File: src/rtl/add8_share_sequencer.sv
// Byte-serial sequencer that time-shares one external 8-bit adder among NREQ
// round-robin requesters; an incoming carry is absorbed by an extra increment pass.
module add8_share_sequencer #(
  parameter int NREQ   = 4,
  parameter int NBYTES = 4
) (
  input  logic                      clk,
  input  logic                      rst_n,
  input  logic [NREQ-1:0]           req_valid,
  output logic [NREQ-1:0]           req_ready,
  input  logic [NREQ*8*NBYTES-1:0]  req_a,
  input  logic [NREQ*8*NBYTES-1:0]  req_b,
  output logic                      rsp_valid,
  input  logic                      rsp_ready,
  output logic [1:0]                rsp_id,
  output logic [8*NBYTES-1:0]       rsp_sum,
  output logic                      rsp_carry,
  output logic [7:0]                add_a,
  output logic [7:0]                add_b,
  input  logic [7:0]                add_s,
  input  logic                      add_c
);

  localparam int W  = 8 * NBYTES;
  localparam int IW = (NBYTES > 1) ? $clog2(NBYTES) : 1;
  localparam logic [IW-1:0] LAST_IDX = IW'(NBYTES - 1);

  typedef enum logic [1:0] {
    S_IDLE = 2'd0,
    S_ADD  = 2'd1,
    S_INC  = 2'd2,
    S_DONE = 2'd3
  } state_t;

  state_t          state_q, state_d;
  logic [1:0]      rr_ptr_q, rr_ptr_d;
  logic [IW-1:0]   idx_q, idx_d;
  logic            cin_q, cin_d;
  logic [7:0]      tmp_q, tmp_d;
  logic            c1_q, c1_d;
  logic [W-1:0]    opa_q, opa_d;
  logic [W-1:0]    opb_q, opb_d;
  logic [W-1:0]    sum_q, sum_d;
  logic [1:0]      id_q, id_d;

  logic            gnt_found_s;
  logic [1:0]      gnt_idx_s;
  logic [1:0]      cand_s;
  logic [NREQ-1:0] req_ready_s;
  logic [7:0]      add_a_s;
  logic [7:0]      add_b_s;
  logic            done_s;

  // Round-robin search starting at rr_ptr and wrapping.
  always_comb begin
    gnt_found_s = 1'b0;
    gnt_idx_s   = 2'd0;
    cand_s      = 2'd0;
    for (int k = 0; k < NREQ; k++) begin
      cand_s = rr_ptr_q + 2'(k);
      if (!gnt_found_s && req_valid[cand_s]) begin
        gnt_found_s = 1'b1;
        gnt_idx_s   = cand_s;
      end else begin
        gnt_found_s = gnt_found_s;
      end
    end
  end

  // Next-state, datapath updates and adder operand steering.
  always_comb begin
    state_d     = state_q;
    rr_ptr_d    = rr_ptr_q;
    idx_d       = idx_q;
    cin_d       = cin_q;
    tmp_d       = tmp_q;
    c1_d        = c1_q;
    opa_d       = opa_q;
    opb_d       = opb_q;
    sum_d       = sum_q;
    id_d        = id_q;
    req_ready_s = {NREQ{1'b0}};
    add_a_s     = 8'h00;
    add_b_s     = 8'h00;

    case (state_q)
      S_IDLE: begin
        if (gnt_found_s) begin
          req_ready_s[gnt_idx_s] = 1'b1;
          opa_d    = req_a[int'(gnt_idx_s)*W +: W];
          opb_d    = req_b[int'(gnt_idx_s)*W +: W];
          id_d     = gnt_idx_s;
          rr_ptr_d = gnt_idx_s + 2'd1;
          idx_d    = {IW{1'b0}};
          cin_d    = 1'b0;
          state_d  = S_ADD;
        end else begin
          state_d  = S_IDLE;
        end
      end

      S_ADD: begin
        add_a_s = opa_q[{idx_q, 3'b000} +: 8];
        add_b_s = opb_q[{idx_q, 3'b000} +: 8];
        if (cin_q) begin
          // Adder has no carry-in: keep the raw byte and finish it in INC.
          tmp_d   = add_s;
          c1_d    = add_c;
          state_d = S_INC;
        end else begin
          sum_d[{idx_q, 3'b000} +: 8] = add_s;
          cin_d = add_c;
          if (idx_q == LAST_IDX) begin
            state_d = S_DONE;
          end else begin
            idx_d   = idx_q + {{(IW-1){1'b0}}, 1'b1};
          end
        end
      end

      S_INC: begin
        add_a_s = tmp_q;
        add_b_s = 8'h01;
        sum_d[{idx_q, 3'b000} +: 8] = add_s;
        cin_d = c1_q | add_c;
        if (idx_q == LAST_IDX) begin
          state_d = S_DONE;
        end else begin
          idx_d   = idx_q + {{(IW-1){1'b0}}, 1'b1};
          state_d = S_ADD;
        end
      end

      S_DONE: begin
        if (rsp_ready) begin
          state_d = S_IDLE;
        end else begin
          state_d = S_DONE;
        end
      end

      default: begin
        state_d = S_IDLE;
      end
    endcase
  end

  // State and datapath registers with synchronous active-low reset.
  always_ff @(posedge clk) begin
    if (!rst_n) begin
      state_q  <= S_IDLE;
      rr_ptr_q <= 2'd0;
      idx_q    <= {IW{1'b0}};
      cin_q    <= 1'b0;
      tmp_q    <= 8'h00;
      c1_q     <= 1'b0;
      opa_q    <= {W{1'b0}};
      opb_q    <= {W{1'b0}};
      sum_q    <= {W{1'b0}};
      id_q     <= 2'd0;
    end else begin
      state_q  <= state_d;
      rr_ptr_q <= rr_ptr_d;
      idx_q    <= idx_d;
      cin_q    <= cin_d;
      tmp_q    <= tmp_d;
      c1_q     <= c1_d;
      opa_q    <= opa_d;
      opb_q    <= opb_d;
      sum_q    <= sum_d;
      id_q     <= id_d;
    end
  end

  // Outputs are forced low while reset is asserted, whatever the state.
  assign done_s    = rst_n && (state_q == S_DONE);
  assign rsp_valid = done_s;
  assign rsp_id    = done_s ? id_q : 2'd0;
  assign rsp_sum   = done_s ? sum_q : {W{1'b0}};
  assign rsp_carry = done_s ? cin_q : 1'b0;
  assign req_ready = rst_n ? req_ready_s : {NREQ{1'b0}};
  assign add_a     = rst_n ? add_a_s : 8'h00;
  assign add_b     = rst_n ? add_b_s : 8'h00;

endmodule
File: config.mk
export PLATFORM = sky130hd
export DESIGN_NAME = add8_share_sequencer
export DESIGN_NICKNAME = d
export VERILOG_FILES = /design/src/rtl/add8_share_sequencer.sv
export SDC_FILE = /design/constraint.sdc
export NUM_CORES = 1
export LEC_CHECK = 0
export CAP_MARGIN = 20
export CORE_MARGIN = 2
export CORE_UTILIZATION = 41
export CTS_CLUSTER_SIZE = 28
export DETAILED_ROUTE_END_ITERATION = 6
export GPL_ROUTABILITY_DRIVEN = 0
export PLACE_DENSITY = 0.82
export SETUP_SLACK_MARGIN = 0.5
export SKIP_LAST_GASP = 1
export SLEW_MARGIN = 20
export SYNTH_ARGS = -nofsm -noshare
export SYNTH_HDL_FRONTEND = slang
export SYNTH_SLANG_ARGS = --single-unit
File: constraint.sdc
create_clock -name clk -period 3.1 [get_ports clk]
set_input_delay 0.62 -clock clk [delete_from_list [all_inputs] [get_ports clk]]
set_output_delay 0.62 -clock clk [all_outputs]
set_load 0.05 [all_outputs]
* After elaboration in Yosys (flattened, before gate mapping)
Cells that the tools add are included.
Storage, ports and cells: flip-flop bits (word level) 114, input port bits 272, output and inout bits 56, word-level logic and storage cells 96
Operators by class: $add $sub $neg 6, magnitude comparators 6, equal/unequal tests 7, shifts and indexed selects 6, muxes and demuxes 44, bitwise logic cells 1, reductions and logical operators 16
Operators by type and width (number):
- 128-bit by 8-bit variable part select with 32-bit output | 2
- 32-bit two-way mux | 2
- 32-bit case mux with 2 select lines | 1
- 32-bit by 6-bit variable part select with 8-bit output | 2
- 32-bit bitwise mux | 1
- 8-bit case mux with 2 select lines | 2
- 8-bit by 7-bit variable shift with 32-bit output (first input constant) | 1
- 8-bit by 7-bit variable part select with 32-bit output | 1
- 2-bit two-way mux | 12
- 8-bit two-way mux | 2
- 2-bit by 3-bit < comparator with 1-bit output (second input constant) | 5
- 1-bit two-way mux | 13
- 4-bit two-way mux | 3
- 1-bit binary-select mux with 2-bit select | 4
- 2-bit case mux with 4 select lines | 1
- 2-bit AND reduction | 4
- 5-bit negation with 7-bit output | 1
- 2-bit by 1-bit adder with 2-bit output (second input constant) | 3
- 2-bit == test (second input constant) | 3
- 2-bit case mux with 3 select lines | 1
- 1-bit logical AND | 5
- 2-bit adder (second input constant) | 2
- 2-bit inequality test (second input constant) | 2
- 1-bit logical NOT | 3
- other kinds (10) | 10

* Longest topological paths before layout
Gate-level depths: netlist (run 1).
word-level depth 19, gate-level depth with buffers 8, mapped depth without buffers 6

* Worst setup path after synthesis (run 1)
Ideal clock, no wire load.
kind input to output, start point input req_valid[1], end point output req_ready[0], arrival time 2.223 ns, required time 2.480 ns, setup slack 0.257 ns, cell stages on the path 6, buffers on the path 2, cells stage by stage clkbuf_1 nor2b_1 a221oi_1 o21ai_1 clkbuf_1 nor2_1
On the way: longest elaborated chain between the ends 19, elaborated cells between the ends (all ways) 30, classes of those cells 2 x order compare; 21 x mux; 7 x reduce/logical
RTL lines:
- start, declared | RTL line 9 | input logic [NREQ-1:0] req_valid,
- 1-bit binary-select mux with 2-bit select | RTL line 61 | if (!gnt_found_s && req_valid[cand_s]) begin
- 1-bit two-way mux (implied by the code) | RTL line 61
- 1-bit two-way mux | RTL line 61
- 1-bit logical NOT | RTL line 61
- 1-bit logical AND | RTL line 61
- 1-bit two-way mux | RTL line 61
- 1-bit logical NOT | RTL line 61
- 1-bit logical AND | RTL line 61
- [3 not listed]
- 2-bit two-way mux | RTL line 61
- 2-bit by 3-bit < comparator with 1-bit output (implied by the code) / 2-bit by 1-bit greater-or-equal comparator with 1-bit output (equally long branches) | RTL line 89 | req_ready_s[gnt_idx_s] = 1'b1;
- 1-bit logical AND (implied by the code) | RTL line 89
- 1-bit two-way mux (implied by the code) | RTL line 89
- 1-bit demux with 2-bit select | RTL line 89
- 4-bit two-way mux (*) | RTL line 88 | if (gnt_found_s) begin
- 4-bit two-way mux (*) | RTL line 86 | case (state_q)
- 4-bit two-way mux (*) | RTL line 181 | assign req_ready = rst_n ? req_ready_s : {NREQ{1'b0}};
- end, declared | RTL line 10 | output logic [NREQ-1:0] req_ready,
Every way passes the cells marked *; elsewhere a longest branch is shown, timed or not. The select of a mux whose other input is x is not followed.

* Final worst setup path (run 1)
start point input req_valid[1], end point output req_ready[1]
Same word-level chain as after synthesis.

==> flow_metrics.env, run 1 <==
export IMPL_reg2reg_from="rr_ptr_q[1]"
export IMPL_antenna_found_initial=0
export IMPL_drt_pre_antenna_iters=5
export IMPL_die_y_um=132
export IMPL_grt_pass1_vias=7177
export IMPL_met2_usage_pct=50.7
export IMPL_internal_power_mw=4.77
export IMPL_r2r_cells=5
export IMPL_period_share_pct=83.3
export IMPL_placed_cells=1232
export IMPL_totalNegativeSetupSlack_ns=0
export IMPL_cts_root_buf="clkbuf_16"
export IMPL_switching_share_pct=36.7
export IMPL_grt_remaining_overflow=0
export IMPL_cts_buffers=17
export IMPL_rsz0062_at_grt="yes"
export IMPL_finalSetupViolations=0
export IMPL_finalHoldViolations=0
export IMPL_comb_power_share_pct=44.3
export IMPL_maxClockFrequency_mhz=387
export IMPL_placeableCoreArea_mm2=0.0159
export IMPL_vias=7094
export IMPL_rows=46
export IMPL_synth_top_family_by_area="multiplexers"
export IMPL_fillers=1122
export IMPL_grt_pass1_wl_mm=39.0
export IMPL_holdPathStages=2
export IMPL_p_switching_mw=2.77
export IMPL_crit_slowest_cell="or3b_4"
export IMPL_postSynthNetCount=1004
export IMPL_wl_per_cell_um=20.1
export IMPL_yosysWarnings=0
export IMPL_grt_usage_pct=28.6
export IMPL_avgViaCountPerCell=5.60
export IMPL_die_w_um=132
export IMPL_avgSynthCellArea_um2=9.32
export IMPL_final_layout_size_suffix_gt1_share_pct=15.7
export IMPL_cts_tree="yes"
export IMPL_grt_use_met3_pct=7.27
export IMPL_period_minus_slack_ns=2.58
export IMPL_maxCapViolations=0
export IMPL_skew_ns=0.0116
export IMPL_preCtsSetupSlack_ns=0.165
export IMPL_power_density_mw_per_mm2=655
export IMPL_start_kind="primary input"
export IMPL_ys_types=45
export IMPL_antenna_left=0
export IMPL_die_area_mm2=0.0174
export IMPL_cts_sinks=114
export IMPL_max_slew_margin_rel_pct=38.2
export IMPL_yosys_mux_area_fraction_pct=24.7
export IMPL_endpoint_kind="output port"
export IMPL_seq_area_frac_synth_pct=34.0
export IMPL_path_cells="dlygate4sd2_1, or3b_4, o21a_1, nand2_2, nor2_4, buf_12"
export IMPL_syn2layout_area_growth_pct=71.2
export IMPL_ys_async_sr_fraction_pct=0
export IMPL_worst_endpoint_required_ns=2.48
export IMPL_grt_max_degree=65
export IMPL_r2r_end="opa_q[19]"
export IMPL_p_clk_share_pct=24.4
export IMPL_path_clk_slew_ns=0.05
export IMPL_synth_xor_area_share_pct=0
export IMPL_ios=328
export IMPL_arrival_ns=1.96
export IMPL_hold_path_class="reg -> reg"
export IMPL_p_leak_nw=4.78
export IMPL_fin_cells=1266
export IMPL_status="finished clean"
export IMPL_remaining_drc_errors=0
export IMPL_seqPwrFrac_pct=31.3
export IMPL_multiInputGateArea_mm2=0.00420
export IMPL_r2r_slack_ns=0.90
export IMPL_hpwl_mm=19.0
export IMPL_hold_end="sum_q[14]"
export IMPL_synth_adder_area_share_pct=2.05
export IMPL_setup_worst_path_class="in -> out"
export IMPL_syn_cell_area_mm2=0.00672
export IMPL_mostFrequentLayoutCells="clkdlybuf4s50_1 (266), mux2i_1 (128), dfxtp_1 (111), nand2_1 (91), o221ai_1 (64)"
export IMPL_peakVddDrop_mv=0.433
export IMPL_max_stage_delay_ns=0.46
export IMPL_drtIter0Drc=517
export IMPL_port_buffers=327
export IMPL_top_usage_layer="met2"
export IMPL_worst_pin_slew_ns=0.924
export IMPL_synth_seq_cells=114
export IMPL_synth_edf_count=0
export IMPL_h_tree_depth=4
export IMPL_synth_compound_area_share_pct=16.4
export IMPL_hold_buffers=0
export IMPL_cp_max_fo=9
export IMPL_diodes=0
export IMPL_nets=1320
export IMPL_clk_latency_ns=0.41
export IMPL_final_common_cell="clkdlybuf4s50_1"
export IMPL_ys_flop_type="dfxtp_1"
export IMPL_synth_simple_gate_area_share_pct=17.1
export IMPL_routed_wl_mm=25.4
export IMPL_finalWorstSetupSlack_ns=0.519
export IMPL_hp_start="sum_q[14]"
export IMPL_seq_area_mm2=0.00229
export IMPL_start_util_pct=42.1
export IMPL_synthCells=721
export IMPL_clk_path_buf_depth=2
export IMPL_slew_violations=0
export IMPL_gr_usage_met1_pct=33.7
-- worst max-delay path: cells and delay by family --
| kind | cells | cell delay [ns] |
|---|---|---|
| AND/OR/NAND/NOR | 3 | 0.65 |
| buffers and inverters | 2 | 0.51 |
| AO/OA/AOI/OAI | 1 | 0.17 |
-- timing repair --
action,in CTS,in global routing
pin swaps,1,2
buffers inserted,1,1
resized for setup,23,17
hold endpoints to repair,0,0
endpoints found under the setup margin,56,44
-- sequential cells by signal (all words and copies together) (netlist names) --
signal	flops
opb_q	32
rr_ptr_q	2
c1_q	1
state_q	2
cin_q	1
idx_q	2
tmp_q	8
sum_q	32
id_q	2
opa_q	32
-- cells by family (layout without fill, tap and decap cells) --
group | Yosys count | after routing
AO/OA/AOI/OAI | 151 | 151
adder cells (fa/ha/maj) | 11 | 11
AND/OR/NAND/NOR | 231 | 231
multiplexers | 146 | 146
buffers and inverters | 68 | 397
flip-flops | 114 | 114
-- power by group through the flow --
stage | clock network, mW | logic (mW) | registers, mW
floorplan | 0 | 2.21 | 2.17
global placement | 0 | 3.14 | 2.34
detailed placement | 0 | 3.20 | 2.35
CTS | 1.86 | 3.29 | 2.34
global route | 1.93 | 3.58 | 2.41
finish | 1.84 | 3.34 | 2.36
-- metal layers --
| layer | routed length, um | share of wire, % |
|---|---|---|
| met3 | 1870 | 7.3 |
| met5 | 0 | 0 |
| met1 | 10000 | 39 |
| met4 | 714 | 2.8 |
| met2 | 12800 | 50 |
-- cell usage after synthesis, drive strengths merged (2+ instances only) --
library cell  instances  area (um2)
ha                   11         138
a21boi                5        37.5
o221ai               65         569
a21oi                49         245
inv                   7        26.3
a21o                  2        15.0
nor2                 11        43.8
and2                 10        62.6
nand3                35         175
nor2b                 2        12.5
mux4                 16         360
buf                  26         223
nand2b               37         231
a22o                  8        70.1
mux2i               129        1290
o211ai                2        15.0
and3                 37         231
clkbuf               35         131
a31oi                 2        12.5
o21ai                 6        30.0
nand2                92         345
nor3b                 3        22.5
dfxtp               114        2280
-- layout make-up --
class | count | area share (%)
Inverter | 7 | 0.228
Timing Repair Buffer | 358 | 36.2
Sequential cell | 114 | 19.9
Multi-Input combinational cell | 539 | 36.5
Clock inverter | 15 | 1.16
Clock buffer | 17 | 3.70
Tap cell | 216 | 2.35
-- per-stage QoR --
| step | area, um2 | util (%) | hold slack, ns | power (mW) |
|---|---|---|---|---|
| after floorplan | 6730 | - | 0.427 | 4.38 |
| after global placement | 10800 | 67.9 | 0.442 | 5.48 |
| after detailed placement | 10800 | 67.9 | 0.449 | 5.56 |
| after CTS | 11500 | 71.9 | 0.459 | 7.49 |
| after global routing | 11500 | 72.2 | 0.483 | 7.92 |
| final | 11500 | 72.2 | 0.463 | 7.54 |
-- how the worst max path moves through the flow --
| stage | start | to | slack [ns] | cells past startpoint |
|---|---|---|---|---|
| 4_1_cts | req_valid[3] | req_ready[2] | 0.48 | 7 |
| 6_report | req_valid[1] | req_ready[1] | 0.52 | 6 |
| 3_5_place_dp | req_valid[2] | req_ready[2] | 0.17 | 6 |
| 2_1_floorplan | req_valid[1] | req_ready[2] | 0.41 | 6 |
| 5_1_grt | req_valid[1] | req_ready[0] | 0.48 | 7 |
| 3_3_place_gp | req_valid[2] | req_ready[2] | 0.20 | 6 |
(Power assumes the default switching activity.)
==> inputs of run 2 (changes only) <==
- CORE_UTILIZATION: 41 -> 37
- PLACE_DENSITY: 0.82 -> 0.78
- clock period: 3.1 -> 2.3 ns (I/O delays scaled with it)
==> run 2 against run 1 <==
Against the previous run: the run now ends with negative setup slack left; die area rose by 10%; critical path depth shrank 2; power increased by 79%; via count increased by 13%; first-iteration DRC count decreased by 7.7%; utilization rose by 7.2 points; routed wire length is 29% higher; sequential cell count did not move; sequential share of layout area is 3.7 points lower; global-route usage up 1.9 points; critical path type is now reg -> out; largest power group unchanged; highest routed layer unchanged.
==> flow_metrics.env, run 2 (synthesized netlist as in run 1, its figures left out) <==
export IMPL_vias=8037
export IMPL_start_util_pct=37.5
export IMPL_max_slew_margin_rel_pct=59.2
export IMPL_p_switching_mw=4.96
export IMPL_setup_worst_path_class="reg -> out"
export IMPL_cp_max_fo=6
export IMPL_cts_sinks=114
export IMPL_seqPwrFrac_pct=24.1
export IMPL_nets=1419
export IMPL_final_layout_size_suffix_gt1_share_pct=36.6
export IMPL_hold_path_class="reg -> reg"
export IMPL_peakVddDrop_mv=0.612
export IMPL_violations="negative setup slack"
export IMPL_slew_violations=0
export IMPL_skew_ns=0.0147
export IMPL_remaining_drc_errors=0
export IMPL_worst_pin_slew_ns=0.612
export IMPL_holdPathStages=2
export IMPL_grt_pass1_wl_mm=45.6
export IMPL_rsz0062_at_grt="yes"
export IMPL_mostFrequentLayoutCells="clkdlybuf4s50_1 (266), dfxtp_1 (108), nand2_1 (91), buf_12 (85), mux2i_1 (77)"
export IMPL_arrival_ns=1.89
export IMPL_die_area_mm2=0.0193
export IMPL_worst_endpoint_required_ns=1.84
export IMPL_wl_per_cell_um=23.8
export IMPL_fin_util_pct=79.4
export IMPL_internal_power_mw=8.55
export IMPL_die_y_um=139
export IMPL_period_share_pct=102
export IMPL_endpoint_kind="output port"
export IMPL_cts_buffers=17
export IMPL_period_minus_slack_ns=2.35
export IMPL_drtIter0Drc=477
export IMPL_maxCapViolations=0
export IMPL_grt_max_degree=64
export IMPL_preCtsSetupSlack_ns=-0.397
export IMPL_cts_root_buf="clkbuf_16"
export IMPL_path_clk_slew_ns=0.05
export IMPL_r2r_end="opb_q[19]"
export IMPL_hold_buffers=0
export IMPL_placeableCoreArea_mm2=0.0179
export IMPL_grt_pass1_vias=8133
export IMPL_r2r_slack_ns=0.15
export IMPL_hold_end="opa_q[17]"
export IMPL_ios=328
export IMPL_hpwl_mm=19.4
export IMPL_grt_usage_pct=30.6
export IMPL_finalHoldViolations=0
export IMPL_hp_start="opa_q[17]"
export IMPL_final_common_cell="clkdlybuf4s50_1"
export IMPL_routed_wl_mm=32.8
export IMPL_rows=49
export IMPL_antenna_left=0
export IMPL_h_tree_depth=4
export IMPL_syn2layout_area_growth_pct=111
export IMPL_p_leak_nw=5.48
export IMPL_status="finished, violations left"
export IMPL_port_buffers=327
export IMPL_avgViaCountPerCell=5.83
export IMPL_cts_tree="yes"
export IMPL_reg2reg_from="rr_ptr_q[1]"
export IMPL_largest_registers="opa_q: 32 flops, opb_q: 32 flops, sum_q: 32 flops"
export IMPL_antenna_found_initial=1
export IMPL_p_clk_share_pct=18.8
export IMPL_die_w_um=139
export IMPL_drt_pre_antenna_iters=5
export IMPL_switching_share_pct=36.7
export IMPL_clk_path_buf_depth=2
export IMPL_finalSetupViolations=14
export IMPL_grt_remaining_overflow=0
export IMPL_clk_latency_ns=0.42
export IMPL_comb_power_share_pct=57.1
export IMPL_maxClockFrequency_mhz=426
export IMPL_r2r_cells=11
export IMPL_power_density_mw_per_mm2=951
export IMPL_start_kind="flop"
export IMPL_finalWorstSetupSlack_ns=-0.0480
[run 2: stage by stage]
step / hold slack [ns] / total power, mW / cells / TNS [ns] / instance area, um2
floorplan: 0.427 / 6.30 / 721 / 0 / 7140
global placement: 0.439 / 7.91 / 1275 / -13.29 / 11400
detailed placement: 0.443 / 8.00 / 1275 / -16.63 / 11400
CTS: 0.458 / 12.3 / 1363 / -0.310 / 13500
global route: 0.483 / 14.0 / 1379 / -0.918 / 14200
finish: 0.456 / 13.5 / 1379 / -0.194 / 14200
[run 2: worst max path at each step]
stage                   endpoint  slack, ns          from  depth (start not counted)
floorplan           req_ready[0]       0.39  req_valid[1]                          6
global placement        opa_q[2]      -0.35  req_valid[1]                          7
detailed placement      opa_q[2]      -0.40  req_valid[1]                          7
CTS                     add_a[5]      -0.06      idx_q[0]                          4
global route            add_a[5]      -0.08      idx_q[0]                          4
finish                  add_a[5]      -0.05      idx_q[0]                          4
[run 2: metal layers]
layer	global-route usage, %	wire length [um]	vias to the layer above
met4	12.3	1430	0
met2	54.4	16900	450
met1	35.2	12300	3913
li1	-	-	3565
met5	0	0	-
met3	7.67	2230	109
[run 2: worst max-delay path, cell delays in order, from the launching register on]
cell	delay, ns
dfxtp_4	0.38
buf_12	0.14
mux4_2	0.54
a22o_4	0.27
buf_12	0.15
[run 2: power by group through the flow]
stage,clock (mW),sequential (mW),combinational (mW)
2_1_floorplan,0,2.94,3.36
3_3_place_gp,0,3.17,4.74
3_5_place_dp,0,3.18,4.82
4_1_cts,2.55,3.17,6.62
5_1_grt,2.64,3.28,8.05
6_report,2.54,3.25,7.72
[run 2: final cells by class]
cell class / instances / area (um2)
sequential: 114 / 2300
timing repair buffer: 457 / 5730
inverter: 7 / 35.0
tap: 229 / 287
multi-input combinational: 539 / 5290
clock buffer: 24 / 492
antenna: 1 / 2.50
clock inverter: 8 / 77.6
fill: 978 / 3690
[run 2: repair_timing]
item | 4_1_cts | 5_1_grt
cloned | 18 | 2
hold endpoints to repair | 0 | 0
setup endpoints to repair | 156 | 154
pin swaps | 46 | 49
buffers inserted | 38 | 13
gates resized for setup | 183 | 113
==> inputs of run 3 (changes only) <==
- CORE_MARGIN: 2 -> default
==> run 3 against run 2 <==
Against the previous run: the run still ends with negative setup slack left; sequential power up 2%; routed wire length up 9.0%; clock skew down 0.0056 ns; power up 1.9%; maximum frequency down 1.5%; hold slack better by 0.0074 ns; via count up 3.3%; die area down 2.9%; global-route usage up 2.6 points; largest cell class unchanged.
==> flow_metrics.env, run 3 (synthesized netlist as in run 1, its figures left out) <==
export IMPL_status="finished, violations left"
export IMPL_violations="negative setup slack"
export IMPL_routed_wl_mm=35.7
export IMPL_finalHoldViolations=0
export IMPL_p_leak_nw=5.57
export IMPL_diodes=0
export IMPL_port_buffers=327
export IMPL_max_slew_margin_rel_pct=57.8
export IMPL_h_tree_depth=4
export IMPL_placeableCoreArea_mm2=0.0175
export IMPL_maxCapViolations=0
export IMPL_slew_violations=0
export IMPL_crit_slowest_cell="mux4_2"
export IMPL_grt_pass1_vias=8226
export IMPL_fillers=895
export IMPL_die_y_um=137
export IMPL_hold_buffers=0
export IMPL_total_power_mw=13.8
export IMPL_path_clk_slew_ns=0.05
export IMPL_grt_max_degree=65
export IMPL_cts_tree="yes"
export IMPL_drt_pre_antenna_iters=5
export IMPL_clk_latency_ns=0.43
export IMPL_die_area_mm2=0.0187
export IMPL_rsz0062_at_grt="yes"
export IMPL_path_buf_inv=2
export IMPL_hpwl_mm=19.2
export IMPL_stdcell_area_mm2=0.0143
export IMPL_drtIter0Drc=585
export IMPL_period_minus_slack_ns=2.38
export IMPL_largest_registers="opa_q: 32 flops, opb_q: 32 flops, sum_q: 32 flops"
export IMPL_avgViaCountPerCell=5.99
export IMPL_cts_buffers=17
export IMPL_nets=1432
export IMPL_cts_sinks=114
export IMPL_antenna_found_initial=0
export IMPL_cts_root_buf="clkbuf_16"
export IMPL_finalWorstSetupSlack_ns=-0.0843
export IMPL_antenna_left=0
export IMPL_wl_per_cell_um=25.8
export IMPL_worst_endpoint_required_ns=1.84
export IMPL_finalSetupViolations=18
export IMPL_start_util_pct=38.3
export IMPL_crit_family="multiplexers"
export IMPL_mostFrequentLayoutCells="clkdlybuf4s50_1 (266), dfxtp_1 (109), nand2_1 (89), buf_12 (86), mux2i_1 (75)"
export IMPL_placed_cells=1277
export IMPL_die_w_um=137
export IMPL_fin_cells=1386
export IMPL_start_kind="flop"
export IMPL_path_cells="buf_4, mux4_2, and2_4, buf_12"
export IMPL_ios=328
export IMPL_max_stage_delay_ns=0.54
export IMPL_final_layout_size_suffix_gt1_share_pct=37.8
export IMPL_preCtsSetupSlack_ns=-0.357
export IMPL_cp_max_fo=7
export IMPL_maxClockFrequency_mhz=419
export IMPL_grt_pass1_wl_mm=46.3
export IMPL_worst_pin_slew_ns=0.634
export IMPL_peakVddDrop_mv=0.950
export IMPL_grt_remaining_overflow=0
export IMPL_skew_ns=0.00907
export IMPL_totalNegativeSetupSlack_ns=-0.832
export IMPL_final_common_cell="clkdlybuf4s50_1"
export IMPL_syn2layout_area_growth_pct=113
export IMPL_arrival_ns=1.92
export IMPL_endpoint_kind="output port"
export IMPL_hold_path_class="reg -> reg"
export IMPL_power_density_mw_per_mm2=962
export IMPL_vias=8304
export IMPL_setup_worst_path_class="reg -> out"
export IMPL_grt_usage_pct=33.2
export IMPL_clk_path_buf_depth=2
export IMPL_period_share_pct=104
export IMPL_remaining_drc_errors=0
export IMPL_placed_cell_area_mm2=0.0114
export IMPL_rows=48
[run 3: cell count changes in the layout (fill, tap and decap cells not counted), sizes merged]
cell | previous run | this run
diode | 1 | 0
clkinvlp | 3 | 2
bufbuf | 0 | 1
dlygate4sd2 | 1 | 2
buf | 185 | 198
inv | 6 | 7
bufinv | 1 | 3
clkdlybuf4s15 | 4 | 2
clkbuf | 25 | 22
[run 3: where the power goes]
group	total, mW	internal, mW	switching (mW)
sequential	3.33	2.67	0.656
combinational	7.68	4.23	3.45
clock	2.77	1.75	1.02
total	13.8	8.64	5.13
[run 3: worst min-delay path, stage by stage, from the launching register on]
cell and delay, ns:
dfxtp_1 0.32, nand2_1 0.05, o221ai_1 0.06
[run 3: metal layers]
layer / global-route usage (%) / vias up / wire length, um
li1: - / 3573 / -
met1: 37.4 / 4047 / 12800
met4: 14.6 / 0 / 1790
met2: 60.1 / 537 / 18200
met3: 6.70 / 147 / 2950
met5: 0 / - / 0
[run 3: layout make-up]
class	count	area, um2	area share [%]
clock buffer	21	460	3.21
clock inverter	10	134	0.935
inverter	7	36.3	0.253
multi-input combinational	539	5340	37.3
sequential	114	2300	16.1
tap	225	282	1.97
timing repair buffer	470	5770	40.3
[run 3: per-stage QoR]
stage          utilization, %  hold WS, ns
6_report                 81.7        0.463
5_1_grt                  81.7        0.486
4_1_cts                  77.5        0.457
3_5_place_dp             65.0        0.445
3_3_place_gp             65.0        0.441
2_1_floorplan               -        0.427
[run 3: final timing paths]
check	start	end	slack, ns	cells past startpoint
max	idx_q[0]	add_b[3]	-0.08	4
min	opb_q[30]	opb_q[30]	0.46	2
max reg2reg	rr_ptr_q[1]	opb_q[7]	0.10	8
min reg2reg	opb_q[30]	opb_q[30]	0.46	2
[run 3: what timing repair did]
| action | CTS | global route |
|---|---|---|
| pin swaps | 34 | 40 |
| endpoints found under the hold margin | 0 | 0 |
| endpoints found under the setup margin | 155 | 156 |
| setup buffers | 47 | 15 |
| resized for setup | 193 | 122 |
| gates cloned | 14 | 2 |
